## src/rtl/keys_to_note_env.sv

```systemverilog
// Debounced key scanner, priority note select and attack/sustain/release envelope.
// Raw key edge reaches kdb after DEBOUNCE_CYC cycles, outputs one cycle later; always ready.
module keys_to_note_env #(
   parameter int NUM_KEYS     = 7,
   parameter int NOTE_W       = 4,
   parameter int VOL_W        = 8,
   parameter int DEBOUNCE_CYC = 16,
   parameter int ATTACK_STEP  = 32,
   parameter int RELEASE_STEP = 8,
   parameter int PRIO_MODE    = 0
) (
   input  logic                clk,
   input  logic                rst_n,
   input  logic [NUM_KEYS-1:0] keys_in,
   input  logic                tick,
   output logic [NOTE_W-1:0]   note,
   output logic [VOL_W-1:0]    volume,
   output logic [NUM_KEYS-1:0] key_array,
   output logic                note_valid,
   output logic                note_chg
);

   localparam int CNT_W = $clog2(DEBOUNCE_CYC + 1);
   localparam logic [VOL_W-1:0] VOL_MAX   = '1;
   localparam logic [VOL_W:0]   VOL_MAX_X = {1'b0, VOL_MAX};

   typedef enum logic [1:0] {IDLE, ATTACK, SUSTAIN, RELEASE} env_state_t;

   logic [CNT_W-1:0]    cnt [NUM_KEYS];
   logic [NUM_KEYS-1:0] kdb, kdb_d, rise, onehot;
   logic [NOTE_W-1:0]   last_key, low_held, low_rise, sel;
   logic                any_held, held_last;
   env_state_t          state, st_mid, state_nxt;
   logic [VOL_W-1:0]    volume_nxt, up_sat, dn_sat;
   logic [VOL_W:0]      up_sum, dn_sum;

   always_ff @(posedge clk) begin
      if (!rst_n) begin
         kdb <= '0;
         for (int i = 0; i < NUM_KEYS; i++) cnt[i] <= '0;
      end else begin
         for (int i = 0; i < NUM_KEYS; i++) begin
            if (keys_in[i] == kdb[i]) begin
               cnt[i] <= '0;
            end else if (cnt[i] == CNT_W'(DEBOUNCE_CYC - 1)) begin
               kdb[i] <= ~kdb[i];
               cnt[i] <= '0;
            end else begin
               cnt[i] <= cnt[i] + CNT_W'(1);
            end
         end
      end
   end

   assign rise     = kdb & ~kdb_d;
   assign any_held = |kdb;

   // last_key only matters when nothing newly rose; a stale value is harmless
   always_comb begin
      low_held  = '0;
      low_rise  = '0;
      held_last = 1'b0;
      for (int i = NUM_KEYS - 1; i >= 0; i--) begin
         if (kdb[i])  low_held = NOTE_W'(i);
         if (rise[i]) low_rise = NOTE_W'(i);
         if (last_key == NOTE_W'(i)) held_last = kdb[i];
      end
      if (PRIO_MODE == 0)  sel = low_held;
      else if (|rise)      sel = low_rise;
      else if (held_last)  sel = last_key;
      else                 sel = low_held;
      for (int i = 0; i < NUM_KEYS; i++) onehot[i] = any_held && (sel == NOTE_W'(i));
   end

   always_ff @(posedge clk) begin
      if (!rst_n) begin
         kdb_d      <= '0;
         note       <= '0;
         last_key   <= '0;
         key_array  <= '0;
         note_valid <= 1'b0;
         note_chg   <= 1'b0;
      end else begin
         kdb_d      <= kdb;
         key_array  <= onehot;
         note_valid <= any_held;
         note_chg   <= any_held && (!note_valid || (sel != note));
         if (any_held) begin
            note     <= sel;
            last_key <= sel;
         end
      end
   end

   assign up_sum = {1'b0, volume} + (VOL_W+1)'(ATTACK_STEP);
   assign dn_sum = {1'b0, volume} - (VOL_W+1)'(RELEASE_STEP);
   assign up_sat = (up_sum > VOL_MAX_X) ? VOL_MAX : up_sum[VOL_W-1:0];
   assign dn_sat = dn_sum[VOL_W] ? '0 : dn_sum[VOL_W-1:0];

   always_ff @(posedge clk) begin
      if (!rst_n) begin
         state  <= IDLE;
         volume <= '0;
      end else begin
         state  <= state_nxt;
         volume <= volume_nxt;
      end
   end

   // key-driven transition first, then the tick step in the resulting state
   always_comb begin
      st_mid = state;
      case (state)
         IDLE:            if (any_held)  st_mid = ATTACK;
         ATTACK, SUSTAIN: if (!any_held) st_mid = RELEASE;
         RELEASE:         if (any_held)  st_mid = ATTACK;
         default:         st_mid = IDLE;
      endcase
      state_nxt  = st_mid;
      volume_nxt = volume;
      case (st_mid)
         IDLE:    volume_nxt = '0;
         ATTACK:  if (tick) begin
                     volume_nxt = up_sat;
                     if (up_sat == VOL_MAX) state_nxt = SUSTAIN;
                  end
         SUSTAIN: volume_nxt = VOL_MAX;
         RELEASE: if (tick) begin
                     volume_nxt = dn_sat;
                     if (dn_sat == '0) state_nxt = IDLE;
                  end
         default: volume_nxt = '0;
      endcase
   end

endmodule
```

## config.mk

```make
export PLATFORM = sky130hd
export DESIGN_NAME = keys_to_note_env
export DESIGN_NICKNAME = d
export VERILOG_FILES = /design/src/rtl/keys_to_note_env.sv
export SDC_FILE = /design/constraint.sdc
export NUM_CORES = 1
export LEC_CHECK = 0
export ABC_AREA = 1
export BUFFER_PORTS_ARGS = -buffer_cell sky130_fd_sc_hd__buf_2
export CAP_MARGIN = 30
export CORE_MARGIN = 3
export CORE_UTILIZATION = 59
export CTS_BUF_LIST = sky130_fd_sc_hd__clkbuf_16
export DETAILED_ROUTE_END_ITERATION = 16
export GPL_TIMING_DRIVEN = 0
export MAX_ROUTING_LAYER = met4
export PLACE_DENSITY = 0.79
export SYNTH_ARGS = -nofsm -noshare
export SYNTH_HDL_FRONTEND = slang
export SYNTH_SLANG_ARGS = --single-unit
```

## constraint.sdc

```tcl
create_clock -name clk -period 2.2 [get_ports clk]
set_clock_uncertainty 0.15 [all_clocks]
set_input_delay 0.22 -clock clk [delete_from_list [all_inputs] [get_ports clk]]
set_output_delay 0.22 -clock clk [all_outputs]
set_load 0.03 [all_outputs]
```

==> impl_metrics.prom <==
# TYPE chip_impl_metric gauge
chip_impl_metric{name="viasPerCell",unit=""} 5.08
chip_impl_metric{name="timing.critical_path.slowest_cell_delay",unit="ns"} 0.42
chip_impl_metric{name="ctsLongestPathBuffers",unit=""} 2
chip_impl_metric{name="cts_num_sinks",unit=""} 64
chip_impl_metric{name="fin_crit_sh",unit=""} 0.887
chip_impl_metric{name="drt_iter0_drc",unit=""} 97
chip_impl_metric{name="cp.arrival",unit="ns"} 2.05
chip_impl_metric{name="fin_crit",unit="ns"} 1.95
chip_impl_metric{name="critical_path_peak_fanout",unit=""} 8
chip_impl_info{name="timing.critical_path.cells",value="inv_1 > ha_1 > nand2_1 > inv_1 > nand2_1 > nand3_2 > nand3_1 > nand2_1 > inv_1 > nand4_1 > a21oi_1"} 1
chip_impl_metric{name="total_power_per_unit_cell_area",unit="nW/um2"} 865
chip_impl_metric{name="critical_path_required",unit="ns"} 2.29
chip_impl_metric{name="synthesis.instances",unit=""} 406
chip_impl_metric{name="largest_net_degree_at_the_start_of_global_routing",unit=""} 12
chip_impl_metric{name="wl_per_cell",unit="um"} 12.1
chip_impl_info{name="synth_top_family_by_area",value="simple AND/OR/NAND/NOR gates"} 1
chip_impl_metric{name="fp.dieArea",unit="um2"} 6790
chip_impl_metric{name="cap_violations",unit=""} 0
chip_impl_metric{name="htreeDepth",unit=""} 3
chip_impl_metric{name="drc",unit=""} 0
chip_impl_metric{name="ios",unit=""} 31
chip_impl_metric{name="reg2regPathDepth",unit=""} 11
chip_impl_info{name="postSynth.topFlopCell",value="sky130_fd_sc_hd__edfxtp_1"} 1
chip_impl_metric{name="number_of_global_route_vias_before_repair",unit=""} 2524
chip_impl_metric{name="dp_hpwl",unit="mm"} 4.96
chip_impl_info{name="root_buffer_selected_by_cts",value="sky130_fd_sc_hd__clkbuf_16"} 1
chip_impl_metric{name="syn_to_final_growth",unit="%"} 19.0
chip_impl_info{name="critical_path.top_delay_family",value="simple AND/OR/NAND/NOR gates"} 1
chip_impl_metric{name="leakage",unit="nW"} 1.87
chip_impl_info{name="post-synth-top-count-cell",value="sky130_fd_sc_hd__nand2_1"} 1
chip_impl_metric{name="tightest_slew",unit="ns"} 0.572
chip_impl_metric{name="layout_cell_share_with_drive_strength_beyond_1",unit=""} 0.155
chip_impl_metric{name="synth_xor_area_frac",unit=""} 0.00763
chip_impl_metric{name="syn-mean-instance-area",unit="um2"} 8.48
chip_impl_metric{name="yosys.area_share.simple",unit=""} 0.231
chip_impl_metric{name="yosys_warnings",unit=""} 0
chip_impl_metric{name="final-max-slew-violation-count",unit=""} 0
chip_impl_info{name="worstSetupEndpointType",value="flop"} 1
chip_impl_metric{name="route.antenna.remaining_nets",unit=""} 0
chip_impl_metric{name="synth_compound_area_frac",unit=""} 0.133
chip_impl_metric{name="die_h",unit="um"} 82.4
chip_impl_metric{name="postSynthRegisterBits",unit=""} 64
chip_impl_metric{name="slack_of_the_worst_reg_to_reg_path",unit="ns"} 0.25
chip_impl_metric{name="fp-row-count",unit=""} 27
chip_impl_metric{name="initial_core_util",unit=""} 0.618
chip_impl_info{name="yosys-top-cells-area",value="sky130_fd_sc_hd__edfxtp_1 31%, sky130_fd_sc_hd__dfxtp_1 17%, sky130_fd_sc_hd__ha_1 7.3%"} 1
chip_impl_metric{name="sequential_element_share_of_the_synthesized_area",unit=""} 0.474
chip_impl_info{name="worstHoldPathType",value="primary input to flop"} 1
chip_impl_info{name="cp_slowest_cell",value="sky130_fd_sc_hd__dfxtp_2"} 1
chip_impl_metric{name="finalSetupViolations",unit=""} 0
chip_impl_info{name="result_of_the_run",value="finished clean"} 1
chip_impl_metric{name="mux_cell_area_share_after_synthesis",unit=""} 0
chip_impl_metric{name="placement.io_buffers",unit=""} 29
chip_impl_metric{name="dieWidth",unit="um"} 82.4
chip_impl_info{name="synth_largest_area_cell",value="sky130_fd_sc_hd__edfxtp_1"} 1
chip_impl_metric{name="insertedDiodeCount",unit=""} 0
chip_impl_metric{name="synth.cell_area",unit="um2"} 3440
chip_impl_metric{name="grt_first_pass_wirelength",unit="mm"} 11.0
chip_impl_metric{name="drt-total-wl",unit="mm"} 6.76
chip_impl_metric{name="overall_via_count_from_detail_route",unit=""} 2832
chip_impl_metric{name="power.total",unit="mW"} 3.54
chip_impl_metric{name="nNetsFinal",unit=""} 510
chip_impl_info{name="hold_path_startpoint",value="keys_in[2]"} 1
chip_impl_metric{name="netlist.area_leader.share",unit=""} 0.305
chip_impl_metric{name="synth-edff-count",unit=""} 35
chip_impl_metric{name="fp.coreArea",unit="um2"} 5570
chip_impl_info{name="setup_repair_after_global_routing_missed_its_margin",value="no"} 1
chip_impl_metric{name="clock.fmax",unit="MHz"} 512
chip_impl_info{name="critical_path.reg2reg.endpoint",value="state[1]"} 1
chip_impl_info{name="regToRegStartpoint",value="volume[5]"} 1
chip_impl_info{name="timing.hold.worst_endpoint",value="kdb[2]"} 1
chip_impl_metric{name="routabilityCongestion",unit=""} 0.942
chip_impl_info{name="criticalPathCategory",value="flop to flop"} 1
chip_impl_info{name="critPathLaunch",value="volume[5]"} 1
chip_impl_metric{name="vdd_drop_max",unit="mV"} 0.613
chip_impl_metric{name="final.setup.tns",unit="ns"} 0
chip_impl_metric{name="detail_route.first_pass.iterations",unit=""} 4
chip_impl_info{name="setup.worst_path.start_class",value="flop"} 1
chip_impl_metric{name="min_path_cells",unit=""} 3
chip_impl_metric{name="antenna_found_initial",unit=""} 0
chip_impl_metric{name="clk_pin_slew_worst_paths",unit="ns"} 0.06
chip_impl_metric{name="fill_cell_total_of_the_finished_layout",unit=""} 432
chip_impl_metric{name="synth.lib_cells_used.distinct",unit=""} 35
chip_impl_metric{name="globalRouteTotalUtil",unit=""} 0.221
chip_impl_metric{name="fin_util",unit=""} 0.735
chip_impl_metric{name="post_cts_hold_fix_bufs",unit=""} 0
chip_impl_metric{name="hold_violations",unit=""} 0
chip_impl_metric{name="overflow",unit=""} 0
chip_impl_metric{name="worst_skew_pair.late_latency",unit="ns"} 0.33
chip_impl_metric{name="critical_path_buf_inv_count",unit=""} 3
chip_impl_metric{name="share_of_flip_flops_with_an_asynchronous_set_or_reset",unit=""} 0
chip_impl_metric{name="post_synth_fa_ha_maj_area_fraction",unit=""} 0.0727
chip_impl_info{name="tritoncts_clock_tree",value="built"} 1
chip_impl_metric{name="cts_buffers",unit=""} 9
chip_impl_metric{name="timing.slew.headroom",unit=""} 0.614
chip_impl_info{name="synth_top_cells_by_count",value="64 x sky130_fd_sc_hd__nand2_1, 60 x sky130_fd_sc_hd__nor2_1, 58 x sky130_fd_sc_hd__inv_1"} 1
[sequential cells by signal, indices dropped and copies added, names as in the netlist]
register and cells:
kdb 7, cnt 35, note 3, state 2, key_array 7, note_valid 1
note_chg 1, volume 8
[per-stage QoR]
step / hold WS, ns / setup WS [ns] / cell area [um2] / instances
5_1_grt: 0.0253 / 0.0679 / 4100 / 557
2_1_floorplan: 0.205 / 0.118 / 3570 / 440
3_3_place_gp: 0.330 / 0.0821 / 3800 / 541
3_5_place_dp: 0.333 / 0.0756 / 3800 / 541
4_1_cts: 0.00438 / 0.0604 / 4090 / 557
6_report: 0.00993 / 0.248 / 4100 / 557
[timing repair]
action	in CTS	in global routing
gates resized for setup	0	4
setup endpoints to repair	0	9
setup buffers	0	0
[cell type report]
class,instances,area [um2],share of cell area
plain buffers,6,42.5,0.0104
clock buffers,10,250,0.0611
clock inverters,6,32.5,0.00794
inverters,62,233,0.0568
multi-input cells,308,1670,0.408
flip-flops and latches,64,1630,0.399
well taps,72,90.1,0.0220
repair buffers,29,145,0.0354
[worst max-delay path by stage]
stage / endpoint / slack (ns) / cells past startpoint
floorplan: volume[6] / 0.12 / 11
CTS: volume[6] / 0.06 / 11
global placement: volume[6] / 0.08 / 11
detailed placement: volume[6] / 0.08 / 11
finish: state[1] / 0.25 / 11
global route: state[1] / 0.07 / 11
[routing by layer]
layer	wire, um	GRT usage	vias to the layer above
li1	-	-	1454
met5	0	-	-
met4	111	0.0748	0
met3	343	0.0597	12
met2	3260	0.361	55
met1	3050	0.265	1311
[cells by family (layout without fill, tap and decap cells)]
logic type,after synthesis,after routing
XOR/XNOR,3,3
buffers and inverters,68,113
AND/OR/NAND/NOR,176,176
AO/OA/AOI/OAI,73,73
adder cells (fa/ha/maj),20,20
other,2,36
flip-flops,64,64
[worst register-to-register path, delay by kind of cell (launching register included)]
kind | cells | cell delay, ns
flops | 1 | 0.42
buf+inv | 3 | 0.25
fa+ha+maj | 1 | 0.35
simple gates | 6 | 0.53
compound gates | 1 | 0.18
[cells in the final DEF, fill, tap and decap left out, drive strengths merged]
cell type and instances:
nand2 68, nor2 64, inv 61, conb 36, edfxtp 35, buf 33, a21oi 33, nand3 31
dfxtp 29, ha 20, o21ai 20, clkbuf 12, o211ai 11, nor3b 8, clkinv 6, o21bai 4
nor3 4, o21a 3, a21boi 2, xor2 2, xnor2 1, nand4 1, clkinvlp 1
[power breakdown]
group          switching, mW  internal (mW)
combinational          0.529          0.259
clock                  0.507          0.818
sequential            0.0866           1.34
Power figures use the tool's default switching activity.
